<file path="src/rtl/pipeline_hazard_ctrl.sv">
// Pipeline sequencing controller: load-use stalls, taken-branch flushes,
// data-memory wait stalls, halt drain sequence and perf counters.
module pipeline_hazard_ctrl #(
   parameter int CNT_W        = 32,
   parameter int DRAIN_CYCLES = 2
) (
   input  logic             clk,
   input  logic             reset,
   input  logic [4:0]       id_rs1,
   input  logic [4:0]       id_rs2,
   input  logic             id_halt,
   input  logic             ex_mem_read,
   input  logic [4:0]       ex_rd,
   input  logic             ex_branch_taken,
   input  logic             mem_stall,
   output logic             pc_write,
   output logic             if_id_write,
   output logic             if_id_flush,
   output logic             id_ex_flush,
   output logic             stage_freeze,
   output logic             halted,
   output logic [CNT_W-1:0] stall_count,
   output logic [CNT_W-1:0] flush_count
);

   localparam int DW = (DRAIN_CYCLES < 2) ? 1 : $clog2(DRAIN_CYCLES + 1);

   localparam logic [1:0] ST_RUN    = 2'd0;
   localparam logic [1:0] ST_DRAIN  = 2'd1;
   localparam logic [1:0] ST_HALTED = 2'd2;

   logic [1:0]       state_reg, state_next;
   logic [DW-1:0]    drain_cnt_reg, drain_cnt_next;
   logic             halted_reg;
   logic [CNT_W-1:0] stall_cnt_reg, flush_cnt_reg;
   logic             stall_inc, flush_inc;
   logic             lu;

   // x0 is hardwired zero, so a load targeting it never creates a dependency
   assign lu = ex_mem_read && (ex_rd != 5'd0) &&
               ((ex_rd == id_rs1) || (ex_rd == id_rs2));

   always_comb begin
      pc_write       = 1'b1;
      if_id_write    = 1'b1;
      if_id_flush    = 1'b0;
      id_ex_flush    = 1'b0;
      stage_freeze   = 1'b0;
      state_next     = state_reg;
      drain_cnt_next = drain_cnt_reg;
      stall_inc      = 1'b0;
      flush_inc      = 1'b0;

      case (state_reg)
         ST_RUN: begin
            if (mem_stall) begin
               pc_write     = 1'b0;
               if_id_write  = 1'b0;
               stage_freeze = 1'b1;
               stall_inc    = 1'b1;
            end else if (ex_branch_taken) begin
               // Anything in IF/ID is wrong-path, including a hazard or halt
               if_id_flush = 1'b1;
               id_ex_flush = 1'b1;
               flush_inc   = 1'b1;
            end else if (lu) begin
               pc_write    = 1'b0;
               if_id_write = 1'b0;
               id_ex_flush = 1'b1;
               stall_inc   = 1'b1;
            end else if (id_halt) begin
               pc_write       = 1'b0;
               if_id_write    = 1'b0;
               id_ex_flush    = 1'b1;
               drain_cnt_next = DW'(DRAIN_CYCLES);
               state_next     = (DRAIN_CYCLES == 0) ? ST_HALTED : ST_DRAIN;
            end
         end
         ST_DRAIN: begin
            pc_write    = 1'b0;
            if_id_write = 1'b0;
            id_ex_flush = 1'b1;
            if (mem_stall) begin
               stage_freeze = 1'b1;
            end else begin
               drain_cnt_next = drain_cnt_reg - DW'(1);
               if (drain_cnt_reg <= DW'(1)) state_next = ST_HALTED;
            end
         end
         ST_HALTED: begin
            pc_write     = 1'b0;
            if_id_write  = 1'b0;
            id_ex_flush  = 1'b1;
            stage_freeze = 1'b1;
         end
         default: state_next = ST_RUN;
      endcase

      // Hold fetch and keep bubbles flowing until reset is released
      if (reset) begin
         pc_write     = 1'b0;
         if_id_write  = 1'b0;
         if_id_flush  = 1'b1;
         id_ex_flush  = 1'b1;
         stage_freeze = 1'b0;
      end
   end

   always_ff @(posedge clk or posedge reset) begin
      if (reset) begin
         state_reg     <= ST_RUN;
         drain_cnt_reg <= '0;
         halted_reg    <= 1'b0;
         stall_cnt_reg <= '0;
         flush_cnt_reg <= '0;
      end else begin
         state_reg     <= state_next;
         drain_cnt_reg <= drain_cnt_next;
         halted_reg    <= (state_next == ST_HALTED);
         if (stall_inc && !(&stall_cnt_reg)) stall_cnt_reg <= stall_cnt_reg + 1'b1;
         if (flush_inc && !(&flush_cnt_reg)) flush_cnt_reg <= flush_cnt_reg + 1'b1;
      end
   end

   assign halted      = halted_reg;
   assign stall_count = stall_cnt_reg;
   assign flush_count = flush_cnt_reg;

endmodule

</file>
<file path="config.mk">
export PLATFORM = sky130hd
export DESIGN_NAME = pipeline_hazard_ctrl
export DESIGN_NICKNAME = d
export VERILOG_FILES = /design/src/rtl/pipeline_hazard_ctrl.sv
export SDC_FILE = /design/constraint.sdc
export NUM_CORES = 1
export LEC_CHECK = 0
export ABC_AREA = 1
export BUFFER_PORTS_ARGS = -buffer_cell sky130_fd_sc_hd__buf_2
export CELL_PAD_IN_SITES_DETAIL_PLACEMENT = 1
export CELL_PAD_IN_SITES_GLOBAL_PLACEMENT = 2
export CORE_ASPECT_RATIO = 1.75
export CORE_UTILIZATION = 33
export CTS_CLUSTER_DIAMETER = 30
export CTS_CLUSTER_SIZE = 20
export DETAILED_ROUTE_END_ITERATION = 7
export PLACE_DENSITY = 0.92
export SLEW_MARGIN = 20
export SYNTH_ARGS = -nofsm -noshare
export SYNTH_HDL_FRONTEND = slang
export SYNTH_SLANG_ARGS = --single-unit
</file>
<file path="constraint.sdc">
create_clock -name clk -period 6 [get_ports clk]
set_input_delay 0.9 -clock clk [delete_from_list [all_inputs] [get_ports clk]]
set_output_delay 0.9 -clock clk [all_outputs]
set_load 0.005 [all_outputs]
</file>
==> reports/qor.csv <==
metric,value,unit
maxSlewViolCount,0,
cts_buffers,9,
multi_input_area,2610,um^2
skew,0.00523,ns
synth_flop_cell,dfrtp_1,
syn_inst,668,
grt_pass1_wl,24.7,mm
ant_nets,0,
port_buffers,90,
end_kind,output port,
reg2reg_from,stall_count[0],
clk_transition_reported_paths,0.05,ns
p_leak,2.78,nW
cts_tree,built,
maxCapViolCount,0,
antenna_found_initial,0,
cts_sinks,69,
fp-row-count,57,
synth_edf_count,0,
drt-pass1-iter-count,4,
timing.rr.end,stall_count[24],
drt_iter0_drc,73,
fill_cells,1816,
ir_worst_vdd,135,uV
dieArea,14700,um^2
netlist-cell-type-count,32,
die_w,92.0,um
grt_max_degree,65,
yosysWarningCount,0,
ys_seq_elements,69,
grt.total_usage,21.8,%
cts_root_buf,clkbuf_16,
setup_viol,0,
cp.arrival,2.21,ns
layout_min_cycle_time,3.11,ns
stdcell_count,939,
grt_overflow,0,
hold_viol,0,
crit_chain,"inv_1, ha_1, inv_2, nor2_4, inv_2, nor2_4, inv_1, nand2_1, nor2_1, a22oi_1, buf_2",
grt_pass1_vias,5101,
fp.dieH,160,um
vias_per_cell,4.95,
ctsResizeCount,0,
slowest_stage,dfrtp_1,
power_density,262,nW/um^2
place_hpwl,11.9,mm
vias,4648,
clk_latency,0.33,ns
rsz0062_at_grt,no,
antennaDiodeCount,0,
syn_to_final_growth,18.4,%
clockBufferDepth,2,
routed_wirelength,15.1,mm
finalNetCount,787,
synthesis.area,4680,um^2
fmax,0.322,GHz
crit_required,5.10,ns
gp_congestion,0.898,
status,finished clean,
min_path_type,input port to asynchronous set/reset pin,
avgSynthCellArea,7.01,um^2
ctsHoldBuffers,0,
wire_per_inst,16.1,um
ios,91,
timing.final.crit_share,51.8,%
worst_pin_slew,0.849,ns
r2r_slack,3.56,ns
synthArstFlopShare,100,%
yosysSeqAreaShare,36.9,%
relSlewSlack,43.4,%
drc_errors,0,
reg2reg_depth,10,
cp-start-kind,register,
synth_fp_nets,696,
drive_above_1_share,18.4,%
crit_type,register to output port,
seqCellArea,1730,um^2
cts_setup_buffers,0,
dp.cells,925,
crit_fanout,5,
max_stage_delay,0.42,ns
start_util,33.8,%
cts.htree.levels,3,
core,13800,um^2
tns,0,ns
==> area by class of cell <==
cell class,count,area share (%)
Multi-Input combinational cell,520,47.1
Sequential cell,69,31.1
Timing Repair Buffer,93,8.53
Clock buffer,12,4.63
Inverter,66,4.47
Tap cell,177,3.99
Clock inverter,2,0.181
==> cell usage after synthesis (all sizes together) (2+ instances only) <==
cell type,number,area (um^2)
nand3,50,270
o21ai,15,82.6
nand4,8,50.1
a21oi,5,28.8
dfrtp,69,1730
inv,66,248
nand2,253,975
xnor2,15,131
ha,7,87.6
or2,2,12.5
buf,13,98.8
nor3,30,188
nor2,88,375
xor2,43,377
==> per-layer routing <==
metal  GRT usage (%)  vias up  share of wire, %
li1                -     2261                 -
met1            19.8     2240                34
met2            43.4      100                58
met3            3.72       47               2.5
met4            12.4        0               5.4
met5               0        -                 0
==> layout by cell type, fill, tap and decap left out, drive strengths merged <==
cell / netlist / routed
nand2: 253 / 253
buf: 13 / 93
nor2: 88 / 88
dfrtp: 69 / 69
inv: 66 / 66
nand3: 50 / 50
xor2: 43 / 43
nor3: 30 / 30
xnor2: 15 / 15
o21ai: 15 / 15
clkbuf: 0 / 12
nand4: 8 / 8
ha: 7 / 7
a21oi: 5 / 5
clkinv: 0 / 2
or2: 2 / 2
nor3b: 1 / 1
a2111oi: 1 / 1
a22oi: 1 / 1
o21a: 1 / 1
==> how the worst max path moves through the flow <==
stage,startpoint,end,depth (start not counted)
after floorplan,reset,id_ex_flush,4
after CTS,state_reg[1],id_ex_flush,11
after global routing,state_reg[1],id_ex_flush,11
after global placement,ex_rd[1],pc_write,10
after detailed placement,ex_rd[1],pc_write,10
final,state_reg[1],id_ex_flush,11
==> power breakdown <==
group          total [mW]  internal, mW  switching, mW
Clock               0.489         0.296          0.193
Combinational       0.375         0.128          0.247
Sequential          0.587         0.519         0.0681
==> through the flow <==
step	worst slack [ns]	total power [mW]	instance area [um^2]	hold WS [ns]	utilization, %
2_1_floorplan	2.23	0.838	4680	0.453	-
3_3_place_gp	3.12	0.950	5280	0.473	38.1
3_5_place_dp	3.06	0.974	5280	0.501	38.1
4_1_cts	2.86	1.48	5540	0.459	40.1
5_1_grt	2.75	1.55	5540	0.477	40.1
6_report	2.89	1.45	5540	0.480	40.1
==> cells by family after synthesis <==
group,after synthesis,synth area share (%)
flip-flops,69,36.9
XOR/XNOR,58,10.8
buffers and inverters,79,7.40
adder cells (fa/ha/maj),7,1.87
AO/OA/AOI/OAI,23,2.89
AND/OR/NAND/NOR,432,40.1
==> worst max-delay path, delay by kind of cell, from the launching register on <==
kind	cells	cell delay [ns]
flops	1	0.42
buf+inv	5	0.57
fa+ha+maj	1	0.30
compound gates	1	0.20
simple gates	4	0.37
Note: power is estimated with default switching activity, not from simulation.
